`config.mk`:
```
export PLATFORM = sky130hd
export DESIGN_NAME = xps2_rx_fifo
export DESIGN_NICKNAME = d
export VERILOG_FILES = /design/src/rtl/xps2_rx_fifo_pkg.sv /design/src/rtl/xfifo_sync.sv /design/src/rtl/xps2_rx_fifo.sv
export SDC_FILE = /design/constraint.sdc
export NUM_CORES = 1
export LEC_CHECK = 0
export BUFFER_PORTS_ARGS = -buffer_cell sky130_fd_sc_hd__buf_4
export CAP_MARGIN = 20
export CORE_MARGIN = 2
export CORE_UTILIZATION = 60
export CTS_BUF_LIST = sky130_fd_sc_hd__clkbuf_4
export CTS_CLUSTER_SIZE = 14
export DETAILED_ROUTE_END_ITERATION = 8
export PLACE_DENSITY = 0.77
export SYNTH_ARGS = -nofsm -noshare
export SYNTH_HDL_FRONTEND = slang
export SYNTH_SLANG_ARGS = --single-unit
```
`constraint.sdc`:
```
create_clock -name clk -period 7.8 [get_ports clk]
set_input_delay 1.17 -clock clk [delete_from_list [all_inputs] [get_ports clk]]
set_output_delay 1.17 -clock clk [all_outputs]
set_load 0.02 [all_outputs]
```
`src/rtl/xps2_rx_fifo_pkg.sv`:
```
// Shared PS/2 receive definitions: prefix codes, frame FSM states and
// the FIFO entry layout, also used by the keyboard decoder.
package xps2_rx_fifo_pkg;

  localparam logic [7:0] PS2_BRK = 8'hF0;
  localparam logic [7:0] PS2_EXT = 8'hE0;
  localparam int ENTRY_W = 10;

  typedef enum logic [1:0] {
    ST_IDLE,
    ST_DATA,
    ST_PARITY,
    ST_STOP
  } rx_state_e;

  typedef struct packed {
    logic       ext;
    logic       brk;
    logic [7:0] code;
  } rx_entry_t;

  function automatic logic frame_ok(
    input logic [7:0] d,
    input logic       par,
    input logic       stop
  );
    return (^{d, par}) & stop;
  endfunction

endpackage

```
`src/rtl/xfifo_sync.sv`:
```
// Single-clock show-ahead FIFO with level count and sticky overflow.
// A push into a full FIFO is accepted only when a pop happens alongside it.
module xfifo_sync #(
  parameter int DATA_W = 10,
  parameter int ADDR_W = 4
) (
  input  logic              clk,
  input  logic              rst,
  input  logic              wr_en_i,
  input  logic [DATA_W-1:0] wr_data_i,
  input  logic              rd_en_i,
  output logic [DATA_W-1:0] rd_data_o,
  output logic              empty_o,
  output logic [ADDR_W:0]   level_o,
  output logic              overflow_o
);

  localparam int DEPTH = 1 << ADDR_W;
  localparam logic [ADDR_W:0] FULL_LVL = {1'b1, {ADDR_W{1'b0}}};

  logic [DATA_W-1:0] mem_q [DEPTH];
  logic [ADDR_W-1:0] wr_ptr_q, wr_ptr_d;
  logic [ADDR_W-1:0] rd_ptr_q, rd_ptr_d;
  logic [ADDR_W:0]   level_q, level_d;
  logic              ovf_q, ovf_d;
  logic              full, do_pop, do_push;

  assign full    = (level_q == FULL_LVL);
  assign empty_o = (level_q == '0);
  assign do_pop  = rd_en_i & ~empty_o;
  assign do_push = wr_en_i & (~full | do_pop);

  always_comb begin
    wr_ptr_d = wr_ptr_q;
    rd_ptr_d = rd_ptr_q;
    level_d  = level_q;
    ovf_d    = ovf_q | (wr_en_i & ~do_push);
    if (do_push) wr_ptr_d = wr_ptr_q + ADDR_W'(1);
    if (do_pop)  rd_ptr_d = rd_ptr_q + ADDR_W'(1);
    if (do_push & ~do_pop) level_d = level_q + (ADDR_W+1)'(1);
    if (do_pop & ~do_push) level_d = level_q - (ADDR_W+1)'(1);
  end

  always_ff @(posedge clk) begin
    if (rst) begin
      wr_ptr_q <= '0;
      rd_ptr_q <= '0;
      level_q  <= '0;
      ovf_q    <= 1'b0;
    end else begin
      wr_ptr_q <= wr_ptr_d;
      rd_ptr_q <= rd_ptr_d;
      level_q  <= level_d;
      ovf_q    <= ovf_d;
    end
  end

  always_ff @(posedge clk) begin
    if (do_push) mem_q[wr_ptr_q] <= wr_data_i;
  end

  // Storage is not reset, so the head is masked while empty.
  assign rd_data_o  = empty_o ? '0 : mem_q[rd_ptr_q];
  assign level_o    = level_q;
  assign overflow_o = ovf_q;

endmodule

```
`src/rtl/xps2_rx_fifo.sv`:
```
// PS/2 device-to-host receiver: synchroniser, frame FSM with timeout,
// F0/E0 prefix folding, and a show-ahead scan code FIFO.
module xps2_rx_fifo
  import xps2_rx_fifo_pkg::*;
#(
  parameter int FIFO_DEPTH_W  = 4,
  parameter int SYNC_STAGES   = 2,
  parameter int TIMEOUT_CYC   = 50000,
  parameter int FILTER_PREFIX = 1
) (
  input  logic                  clk,
  input  logic                  rst,
  input  logic                  ps2_clk,
  input  logic                  ps2_data,
  input  logic                  rd_en,
  output logic [7:0]            data_out,
  output logic                  brk_out,
  output logic                  ext_out,
  output logic                  empty,
  output logic [FIFO_DEPTH_W:0] level,
  output logic                  overflow,
  output logic                  err
);

  localparam int TW = $clog2(TIMEOUT_CYC + 1);
  localparam logic [TW-1:0] TMO_LAST = TW'(TIMEOUT_CYC - 1);

  logic [SYNC_STAGES-1:0] clk_sync_q, dat_sync_q;
  logic                   clk_prev_q;
  logic                   sample, bit_in;

  rx_state_e   state_q, state_d;
  logic [2:0]  bit_cnt_q, bit_cnt_d;
  logic [7:0]  shift_q, shift_d;
  logic        par_q, par_d;
  logic [TW-1:0] tmo_q, tmo_d;
  logic        brk_q, brk_d;
  logic        ext_q, ext_d;
  logic        err_q, err_d;
  logic        push, timeout;
  logic        is_brk, is_ext;
  rx_entry_t   push_entry, head;

  always_ff @(posedge clk) begin
    if (rst) begin
      clk_sync_q <= '1;
      dat_sync_q <= '1;
      clk_prev_q <= 1'b1;
    end else begin
      clk_sync_q <= {clk_sync_q[SYNC_STAGES-2:0], ps2_clk};
      dat_sync_q <= {dat_sync_q[SYNC_STAGES-2:0], ps2_data};
      clk_prev_q <= clk_sync_q[SYNC_STAGES-1];
    end
  end

  assign sample  = clk_prev_q & ~clk_sync_q[SYNC_STAGES-1];
  assign bit_in  = dat_sync_q[SYNC_STAGES-1];
  assign timeout = (state_q != ST_IDLE) & ~sample & (tmo_q == TMO_LAST);
  assign is_brk  = (FILTER_PREFIX != 0) && (shift_q == PS2_BRK);
  assign is_ext  = (FILTER_PREFIX != 0) && (shift_q == PS2_EXT);

  always_comb begin
    state_d    = state_q;
    bit_cnt_d  = bit_cnt_q;
    shift_d    = shift_q;
    par_d      = par_q;
    brk_d      = brk_q;
    ext_d      = ext_q;
    err_d      = 1'b0;
    push       = 1'b0;
    push_entry = '{ext: ext_q, brk: brk_q, code: shift_q};
    tmo_d      = (state_q == ST_IDLE || sample) ? '0 : tmo_q + TW'(1);
    if (FILTER_PREFIX == 0) push_entry = '{ext: 1'b0, brk: 1'b0, code: shift_q};
    unique case (state_q)
      ST_IDLE: begin
        if (sample && !bit_in) begin
          state_d   = ST_DATA;
          bit_cnt_d = '0;
        end
      end
      ST_DATA: begin
        if (sample) begin
          shift_d   = {bit_in, shift_q[7:1]};
          bit_cnt_d = bit_cnt_q + 3'd1;
          if (bit_cnt_q == 3'd7) state_d = ST_PARITY;
        end
      end
      ST_PARITY: begin
        if (sample) begin
          par_d   = bit_in;
          state_d = ST_STOP;
        end
      end
      ST_STOP: begin
        if (sample) begin
          state_d = ST_IDLE;
          if (frame_ok(shift_q, par_q, bit_in)) begin
            unique case (1'b1)
              is_brk: brk_d = 1'b1;
              is_ext: ext_d = 1'b1;
              default: begin
                push  = 1'b1;
                brk_d = 1'b0;
                ext_d = 1'b0;
              end
            endcase
          end else begin
            err_d = 1'b1;
            brk_d = 1'b0;
            ext_d = 1'b0;
          end
        end
      end
      default: state_d = ST_IDLE;
    endcase
    // A stalled frame is abandoned along with any pending prefix.
    if (timeout) begin
      state_d = ST_IDLE;
      err_d   = 1'b1;
      brk_d   = 1'b0;
      ext_d   = 1'b0;
      tmo_d   = '0;
    end
  end

  always_ff @(posedge clk) begin
    if (rst) begin
      state_q   <= ST_IDLE;
      bit_cnt_q <= '0;
      shift_q   <= '0;
      par_q     <= 1'b0;
      tmo_q     <= '0;
      brk_q     <= 1'b0;
      ext_q     <= 1'b0;
      err_q     <= 1'b0;
    end else begin
      state_q   <= state_d;
      bit_cnt_q <= bit_cnt_d;
      shift_q   <= shift_d;
      par_q     <= par_d;
      tmo_q     <= tmo_d;
      brk_q     <= brk_d;
      ext_q     <= ext_d;
      err_q     <= err_d;
    end
  end

  xfifo_sync #(
    .DATA_W (ENTRY_W),
    .ADDR_W (FIFO_DEPTH_W)
  ) u_fifo (
    .clk        (clk),
    .rst        (rst),
    .wr_en_i    (push),
    .wr_data_i  (push_entry),
    .rd_en_i    (rd_en),
    .rd_data_o  (head),
    .empty_o    (empty),
    .level_o    (level),
    .overflow_o (overflow)
  );

  assign data_out = head.code;
  assign brk_out  = head.brk;
  assign ext_out  = head.ext;
  assign err      = err_q;

endmodule

```
==> impl_results.md <==
* Port bufs at 22
* Area Growth Syn to Fin at 12.2%
* Filler cells at 1004
* Final WL at 17.0 mm
* Mean post-synth cell area at 16.2 µm²
* Maximum Capacitance Violations at 0
* Final slew viol count at 0
* Die H at 125 µm
* Vias at 4856
* Hold Path Class: reg -> reg
* Longest Clk Path Bufs at 3
* Final setup margin at 3600 ps
* Drt pass-1 iters at 5
* Leakage power at 3.37 nW
* Initial Util at 0.609
* Yosys warning count at 0
* Skew final at 17.3 ps
* Worst-Margin Slew at 1080 ps
* Cell count after synthesis at 542
* Row cnt at 44
* Hold Fails Final Rpt at 0
* DP Worst Slack at 4050 ps
* DIE AREA at 15600 µm²
* TritonCTS clock tree: done
* Power Density at 264 nW/µm²
* Max VDD drop at 157 µV
* Top-area cell type share of the netlist area at 0.547
* Crit-path max FO at 40
* Crit path DAT at 3030 ps
* First-pass GRT wire length at 27.0 mm
* Crit Path Category: reg -> out
* Root cell of the clock tree: clkbuf_4
* Fmax at 238 MHz
* Die Width at 125 µm
* Rel. slew slack at 0.282
* Gr ovfl total at 0
* H-tree depth at 2
* Hold buffers post-CTS at 0
* Nets@finish at 620
* Num CTS Buffers at 53
* Mapped cell area at 8780 µm²
* Startpoint Class: register
* Syn_nets at 563
* Reg clk slew, reported paths at 70 ps
* PostCTS Resize Cnt at 0
* Most frequent cell after synthesis: edfxtp_1
* Crit end category: primary output
* Final antenna-violating net count at 0
* Flop-to-flop setup slack at 4050 ps
* Ys flop type: edfxtp_1
* Status: finished clean
* Number of global-route vias before repair at 5040
* Post-synth top cells: 160 x edfxtp_1, 56 x dfxtp_1, 50 x mux4_2, 49 x nor2_1, 23 x nand2_1
* CTS Sinks at 216
* Power, Total at 2.60 mW
* Post-CTS setup buffer count at 0
* Ports at 23
* WL/cell at 20.7 µm
* Final setup fails at 0
* Unrepaired setup endpoints after global routing: false
* CP Data Required Time at 6630 ps
* Initial antenna violation count at 1
* DRC at 0
* Number of flops mapped to enable cells by yosys at 160
* Yosys reg bits at 216
* Overall routing resource usage at 0.229
* Largest net degree at the start of global routing at 41
* FFs w/ async S/R, synth at 0
* Yosys top cell by area: edfxtp_1
* Core Region at 14400 µm²
* GPL Wtd Cong at 0.750
* Minimum clock period at 4200 ps
* Period utilisation layout at 0.539
* Sequential area share after synthesis at 0.675
* Layout cells sized above 1 at 0.290
* Setup TNS at 0 ps
* Detailed Route Iter0 Violations at 404
* Synth top area cells: edfxtp_1 55%, mux4_2 13%, dfxtp_1 13%
* Clock latency on the worst-skew pair at 630 ps
* Placed wire-length estimate at 10.1 mm
* Yosys cell types at 46
* Vias per inst at 5.89
[cells by family after synthesis]
logic type,after synthesis,share of synthesized area
AO/OA/AOI/OAI,36,0.0238
flip-flops,216,0.675
adder cells (fa/ha/maj),16,0.0237
multiplexers,60,0.143
buffers and inverters,38,0.0172
XOR/XNOR,27,0.0319
AND/OR/NAND/NOR,149,0.0855
[where the power goes]
group | total, mW | switching (mW) | internal, mW
clock | 0.905 | 0.419 | 0.487
combinational | 0.443 | 0.235 | 0.208
sequential | 1.26 | 0.0216 | 1.23
[per-layer routing]
layer / part of all wire / track usage / vias up
met2: 0.51 / 0.384 / 160
met4: 0.018 / 0.0830 / 0
met3: 0.062 / 0.0535 / 23
li1: - / - / 2214
met5: 0 / 0 / -
met1: 0.41 / 0.296 / 2459
[sequential cells by signal, summed over array words and instances, names as in the netlist, named ones only]
signal	flops
clk_sync_q	2
bit_cnt_q	3
u_fifo.mem_q	160
tmo_q	16
u_fifo.overflow_o	1
par_q	1
u_fifo.level_o	5
shift_q	8
brk_q	1
clk_prev_q	1
u_fifo.wr_ptr_q	4
u_fifo.rd_ptr_q	4
ext_q	1
dat_sync_q	2
state_q	2
err	1
[path summary, 6_finish.rpt]
| check | from | end | cells past startpoint |
|---|---|---|---|
| worst max-delay path | register | data_out[4] | 5 |
| worst min-delay path | clk_sync_q[0] | clk_sync_q[1] | 1 |
| worst max register to register | shift_q[6] | u_fifo.level_o[4] | 10 |
| worst min register to register | clk_sync_q[0] | clk_sync_q[1] | 1 |
[cell type report]
class	instances	area [µm²]	area share
repair buffers	27	203	0.0206
inverters	13	48.8	0.00495
clock buffers	84	631	0.0640
clock inverters	11	45.0	0.00457
well taps	184	230	0.0234
flip-flops and latches	216	5930	0.602
diodes	1	2.50	0.000254
multi-input cells	288	2760	0.281
[cells in the final DEF (no fill, tap or decap), drive strengths merged, types with 3 or more instances in the layout]
cell type    n
mux4        50
or3          3
nand2       23
or4          3
nand3       20
clkinv      10
xnor2       11
nand4        5
ha          15
a21oi       20
a21o         3
or2          7
nor2        49
nor2b       12
buf         27
and2         6
o21ai        8
clkbuf      84
dfxtp       56
and3         6
mux2i        9
xor2        13
inv         14
nor4         6
edfxtp     160
[worst max-delay path, stage by stage (launching register included)]
cell	delay (ps)
dfxtp_2	310
buf_4	620
mux4_2	610
mux4_2	510
nor2b_1	150
buf_4	200
[metrics by stage]
step | cell area [µm²] | std cells | utilization | hold slack (ps)
CTS | 9850 | 823 | 0.683 | 401
global route | 9850 | 824 | 0.683 | 428
finish | 9850 | 824 | 0.683 | 394
detailed placement | 9170 | 728 | 0.636 | 393
floorplan | 8780 | 542 | - | 389
global placement | 9170 | 728 | 0.636 | 392
(Power assumes the default switching activity.)
